[src/rtl/pixel_word_packer.sv]
// Packs a stream of InWidth-bit pixels LSB-first into gap-free OutWidth-bit words.
// Optional flush zero-pads the last partial word and reports completion with flush_done.
module pixel_word_packer #(
    parameter int unsigned InWidth  = 12,
    parameter int unsigned OutWidth = 16
) (
    input  logic                clk,
    input  logic                rst_,
    input  logic [InWidth-1:0]  in_data,
    input  logic                in_ok,
    output logic                in_trigger,
    output logic [OutWidth-1:0] out_data,
    output logic                out_ok,
    input  logic                out_trigger,
    input  logic                flush,
    output logic                flush_done
);

    localparam int unsigned BufW  = InWidth + OutWidth;
    localparam int unsigned FillW = $clog2(BufW + 1);
    localparam logic [FillW-1:0] OutFill = FillW'(OutWidth);
    localparam logic [FillW-1:0] InFill  = FillW'(InWidth);

    logic [BufW-1:0]     pix_buf;
    logic [BufW-1:0]     buf_m;
    logic [BufW-1:0]     buf_d;
    logic [FillW-1:0]    fill_q;
    logic [FillW-1:0]    fill_m;
    logic [FillW-1:0]    fill_d;
    logic                flush_pending;
    logic                slot_free;
    logic                move;
    logic                done;
    logic [OutWidth-1:0] out_mask;
    logic [OutWidth-1:0] out_word;

    // Drain-then-accept evaluation; bits at or above fill_q are kept zero in pix_buf.
    always_comb begin
        slot_free  = !out_ok || out_trigger;
        move       = slot_free && ((fill_q >= OutFill) || (flush_pending && (fill_q != '0)));
        fill_m     = fill_q;
        buf_m      = pix_buf;
        if (move) begin
            fill_m = (fill_q >= OutFill) ? (fill_q - OutFill) : '0;
            buf_m  = pix_buf >> OutWidth;
        end
        in_trigger = rst_ && in_ok && !flush_pending && (fill_m <= OutFill);
        done       = flush_pending && (fill_q == '0) && slot_free;
        fill_d     = fill_m;
        buf_d      = buf_m;
        if (in_trigger) begin
            fill_d = fill_m + InFill;
            buf_d  = buf_m | (BufW'(in_data) << fill_m);
        end
    end

    // Padding mask: only the low fill_q bits of a partial word are real data.
    always_comb begin
        out_mask = '0;
        for (int i = 0; i < int'(OutWidth); i++) begin
            out_mask[i] = (FillW'(i) < fill_q);
        end
        out_word = pix_buf[OutWidth-1:0] & out_mask;
    end

    always_ff @(posedge clk or negedge rst_) begin
        if (!rst_) begin
            pix_buf       <= '0;
            fill_q        <= '0;
            out_data      <= '0;
            out_ok        <= 1'b0;
            flush_pending <= 1'b0;
            flush_done    <= 1'b0;
        end else begin
            pix_buf <= buf_d;
            fill_q  <= fill_d;
            if (move) begin
                out_data <= out_word;
                out_ok   <= 1'b1;
            end else if (slot_free) begin
                out_ok   <= 1'b0;
            end
            if (done) begin
                flush_pending <= 1'b0;
                flush_done    <= 1'b1;
            end else begin
                flush_done <= 1'b0;
                if (flush) begin
                    flush_pending <= 1'b1;
                end
            end
        end
    end

endmodule

[config.mk]
export PLATFORM = sky130hd
export DESIGN_NAME = pixel_word_packer
export DESIGN_NICKNAME = d
export VERILOG_FILES = /design/src/rtl/pixel_word_packer.sv
export SDC_FILE = /design/constraint.sdc
export NUM_CORES = 1
export LEC_CHECK = 0
export BUFFER_PORTS_ARGS = -buffer_cell sky130_fd_sc_hd__buf_2
export CAP_MARGIN = 20
export CORE_MARGIN = 1
export CORE_UTILIZATION = 64
export DETAILED_ROUTE_END_ITERATION = 6
export GPL_ROUTABILITY_DRIVEN = 0
export GPL_TIMING_DRIVEN = 0
export HOLD_SLACK_MARGIN = 0.12
export PLACE_DENSITY = 0.95
export SETUP_SLACK_MARGIN = 0.5
export SLEW_MARGIN = 20
export SYNTH_ARGS = -nofsm -noshare
export SYNTH_HDL_FRONTEND = slang
export SYNTH_SLANG_ARGS = --single-unit
export TNS_END_PERCENT = 1
[constraint.sdc]
create_clock -name clk -period 5.83 [get_ports clk]
set_clock_uncertainty 0.2 [all_clocks]
set_input_delay 0.2915 -clock clk [delete_from_list [all_inputs] [get_ports clk]]
set_output_delay 0.2915 -clock clk [all_outputs]
set_load 0.02 [all_outputs]
==> out/results.txt <==
The number of DRC markers in iteration 0 is 872. The static power due to leakage was 1.67 nW. The power density over cell area works out to 397 nW/um^2. Across the run, the number of max-cap violations was 0. Static timing analysis puts the maximum clock frequency at 301 MHz. The most used flip-flop cell after synthesis is sky130_fd_sc_hd__dfrtp_1. In this run the horizontal extent of the chip is 75.0 um. The routing usage on met1 is 0.546. After clock tree synthesis, the clock-pin slew on the worst setup and hold paths is 100 ps. The checks that failed: design-rule violations.

The count of input and output buffers was 34. The run gives 7.64 mm as the total half-perimeter wirelength after legalization and detailed placement. TritonCTS built the clock tree.

The logs give 52 for the number of clock sinks and 0 for the number of endpoints with negative hold slack in the final report. The logs give 0.615 for the global routing met2 resource utilization and 2840 ps for the worst endpoint data arrival time. The run gives 3410 um^2 as the post-synthesis instance area. The classification of the worst setup path is flop to primary output. The antenna cell count was 0. Endpoint of the lowest-slack register-to-register path: pix_buf[24].

The worst hold path startpoint is in_data[0]. Kind of launch point of the worst setup path: a flop. The average detailed-routed wire length per instance was 21.0 um; the share of the cycle needed by the critical path after routing was 0.571. The area growth from synthesis to layout is 10.8%, and the number of distinct library cells after synthesis is 62. Setup repair after global routing left no endpoint under its margin.

Averaged over all synthesized cells, the footprint is 8.43 um^2. Detailed-route vias per instance: 7.27. The die covers 5630 um^2. The tools report the number of warning messages in the yosys log as 0. Area share of the largest cell type after synthesis: 0.381. The path with the worst hold slack has its endpoint at pix_buf[16].

The floorplan step set the die height to 75.0 um. The fraction of the core area covered by cells at the end of the flow was 0.741; the number of gates given a new drive strength after cts was 0. The final antenna-violating net count is 0.

Entering global routing, the biggest net connects 55 pins. Async set or reset register ratio after synthesis: 1.00. In the final design database the tool counted 467 nets. In this run the clock root is driven by a sky130_fd_sc_hd__clkbuf_8.

The cell type with the highest aggregate area in the netlist was sky130_fd_sc_hd__dfrtp_1. The highest fanout seen on the critical path is 11, and the insertion delay to the later sink of the worst-skew pair is 310 ps. The flow ran to the end, but the final reports show violations. Counting cells, the worst reg-to-reg path comes to 9. Actual slew at the worst max-slew pin: 774 ps. Total routed wirelength: 10.9 mm.

The count of endpoints failing setup in the final report came out at 0. Number of global-route vias before repair: 3524. For the part of the Yosys area used for sequential elements, the log shows 0.381.

The worst min-delay path class was primary input to flop. After layout, the minimum clock period comes to 3330 ps. 36 I/O pins were placed. The clock passes through at most 2 buffers.

After floorplanning, the core was sized to cover 5110 um^2. The logs give 0.668 for the starting density of the core and 26 for the number of core rows. After routing, the total negative slack on setup checks comes to 0 ps.

The total routing resource utilization after global routing is 0.421, and the total of flip-flops plus latches after synthesis is 52. The overall power is 1.50 mW, and the required time of the critical path is 5340 ps. The sum of overflow across all layers after global routing came out at 0.

The startpoint identified for the worst register-to-register timing path is flush_pending. CTS built an H-tree with a depth of 2. The setup check on the worst reg-to-reg path leaves a slack of 2840 ps. For the number of remaining DRC errors, the log shows 33. The cell depth of the worst hold path works out to 3. Synthesis handed over a netlist of 405 instances.

The number of clock buffers added by TritonCTS is 5. The global routing stage identified its most utilized layer as met2. The number of pins with negative max-slew slack in the final report is 0.

The category of the worst setup path capture point is a primary output. The relative slew slack was 0.484; the number of enable flip-flop cells after synthesis was 0. The tools report the detailed-router iteration count before antenna repair as 7. Via total after detailed routing: 3775. The tools report the worst-case vdd ir drop as 0.210 mV. After synthesis, the cell types taking the most area are sky130_fd_sc_hd__dfrtp_1 38%, sky130_fd_sc_hd__nand2_1 5.7%, sky130_fd_sc_hd__o21ai_0 5.4%. The met3 layer usage reported by global route is 0.119, and the share of layout cells above drive strength 1 is 0.189.

The post-synth net total is 424. The first global-routing pass estimated 17.6 mm of wire. Initial antenna violation count: 0.
-- layout make-up --
type	instances	area (um^2)
tap	70	87.6
buffer	31	154
clock buffer	6	72.6
fill	393	1330
clock inverter	2	16.3
multi-input combinational	312	1920
inverter	10	37.5
sequential	52	1300
timing repair buffer	36	193
-- where the power goes --
group / internal [mW] / total, mW / switching [mW]
clock: 0.0857 / 0.209 / 0.123
combinational: 0.244 / 0.774 / 0.530
sequential: 0.459 / 0.519 / 0.0598
total: 0.789 / 1.50 / 0.713
-- registers in the layout (all words and copies together) (netlist names) --
register and flops:
pix_buf 28, out_data 16, fill_q 5, flush_done 1
flush_pending 1, out_ok 1
-- cell usage after synthesis (all sizes together), types with 3 or more instances --
cell type and number:
dfrtp 52, nand2 52, o21ai 40, nor2 38, buf 23, a21oi 15, nand3 15, o211ai 13
nor3 12, inv 10, a22oi 9, clkbuf 8, mux2i 8, nand4 8, mux2 7, a21o 6
a211oi 5, nand2b 5, o21a 5, o22ai 5, or3 5, a211o 4, a221oi 4, a31oi 3
a32o 3, a41oi 3, and2 3, and3 3, o2111ai 3, o221ai 3, or2 3
-- layer usage --
| metal | vias up | share of wire |
|---|---|---|
| li1 | 1600 | - |
| met1 | 1679 | 0.36 |
| met2 | 391 | 0.42 |
| met3 | 105 | 0.15 |
| met4 | 0 | 0.066 |
| met5 | - | 0 |
-- layout by cell type, fill, tap and decap left out, drive strengths merged, types with 10 or more instances in the layout --
| cell type | synthesis | layout |
|---|---|---|
| a21oi | 15 | 15 |
| clkbuf | 8 | 14 |
| nor2 | 38 | 38 |
| o211ai | 13 | 13 |
| nor3 | 12 | 12 |
| buf | 23 | 57 |
| o21ai | 40 | 40 |
| nand3 | 15 | 15 |
| nand2 | 52 | 52 |
| inv | 10 | 10 |
| dfrtp | 52 | 52 |
-- how the worst max path moves through the flow --
stage,from,end,slack (ps)
5_1_grt,flush_pending,in_trigger,2330
4_1_cts,flush_pending,in_trigger,2610
2_1_floorplan,out_ok,pix_buf[24],3200
3_5_place_dp,flush_pending,in_trigger,2970
3_3_place_gp,rst_,pix_buf[15],2730
6_report,flush_pending,in_trigger,2500
-- stage by stage --
stage               instances  area (um^2)  worst slack [ps]  hold WS [ps]
floorplan                 405         3410              3200          -204
global placement          509         3670              2730           245
detailed placement        509         3670              2970           162
CTS                       519         3780              2610           210
global route              519         3780              2330           269
finish                    519         3780              2500           232
-- cells by family (layout without fill, tap and decap cells) --
| group | Yosys count | after routing | share of synthesized area |
|---|---|---|---|
| compound gates | 141 | 141 | 0.291 |
| buf+inv | 41 | 85 | 0.0561 |
| mux | 16 | 16 | 0.0532 |
| flops | 52 | 52 | 0.381 |
| simple gates | 152 | 152 | 0.209 |
| xor+xnor | 1 | 1 | 0.00257 |
| fa+ha+maj | 2 | 2 | 0.00733 |
-- critical path: stages, from the launching register on --
cell	delay, ps
sky130_fd_sc_hd__dfrtp_1	500
sky130_fd_sc_hd__nor2b_2	300
sky130_fd_sc_hd__a21oi_2	180
sky130_fd_sc_hd__inv_1	170
sky130_fd_sc_hd__buf_2	310
sky130_fd_sc_hd__ha_1	290
sky130_fd_sc_hd__a21oi_1	80
sky130_fd_sc_hd__nor2_1	430
sky130_fd_sc_hd__buf_2	260
-- repair_timing --
item | CTS | global route
hold buffers | 2 | 0
endpoints found under the hold margin | 53 | 0
setup buffers | 0 | 0
Note: power is estimated with default switching activity, not from simulation.
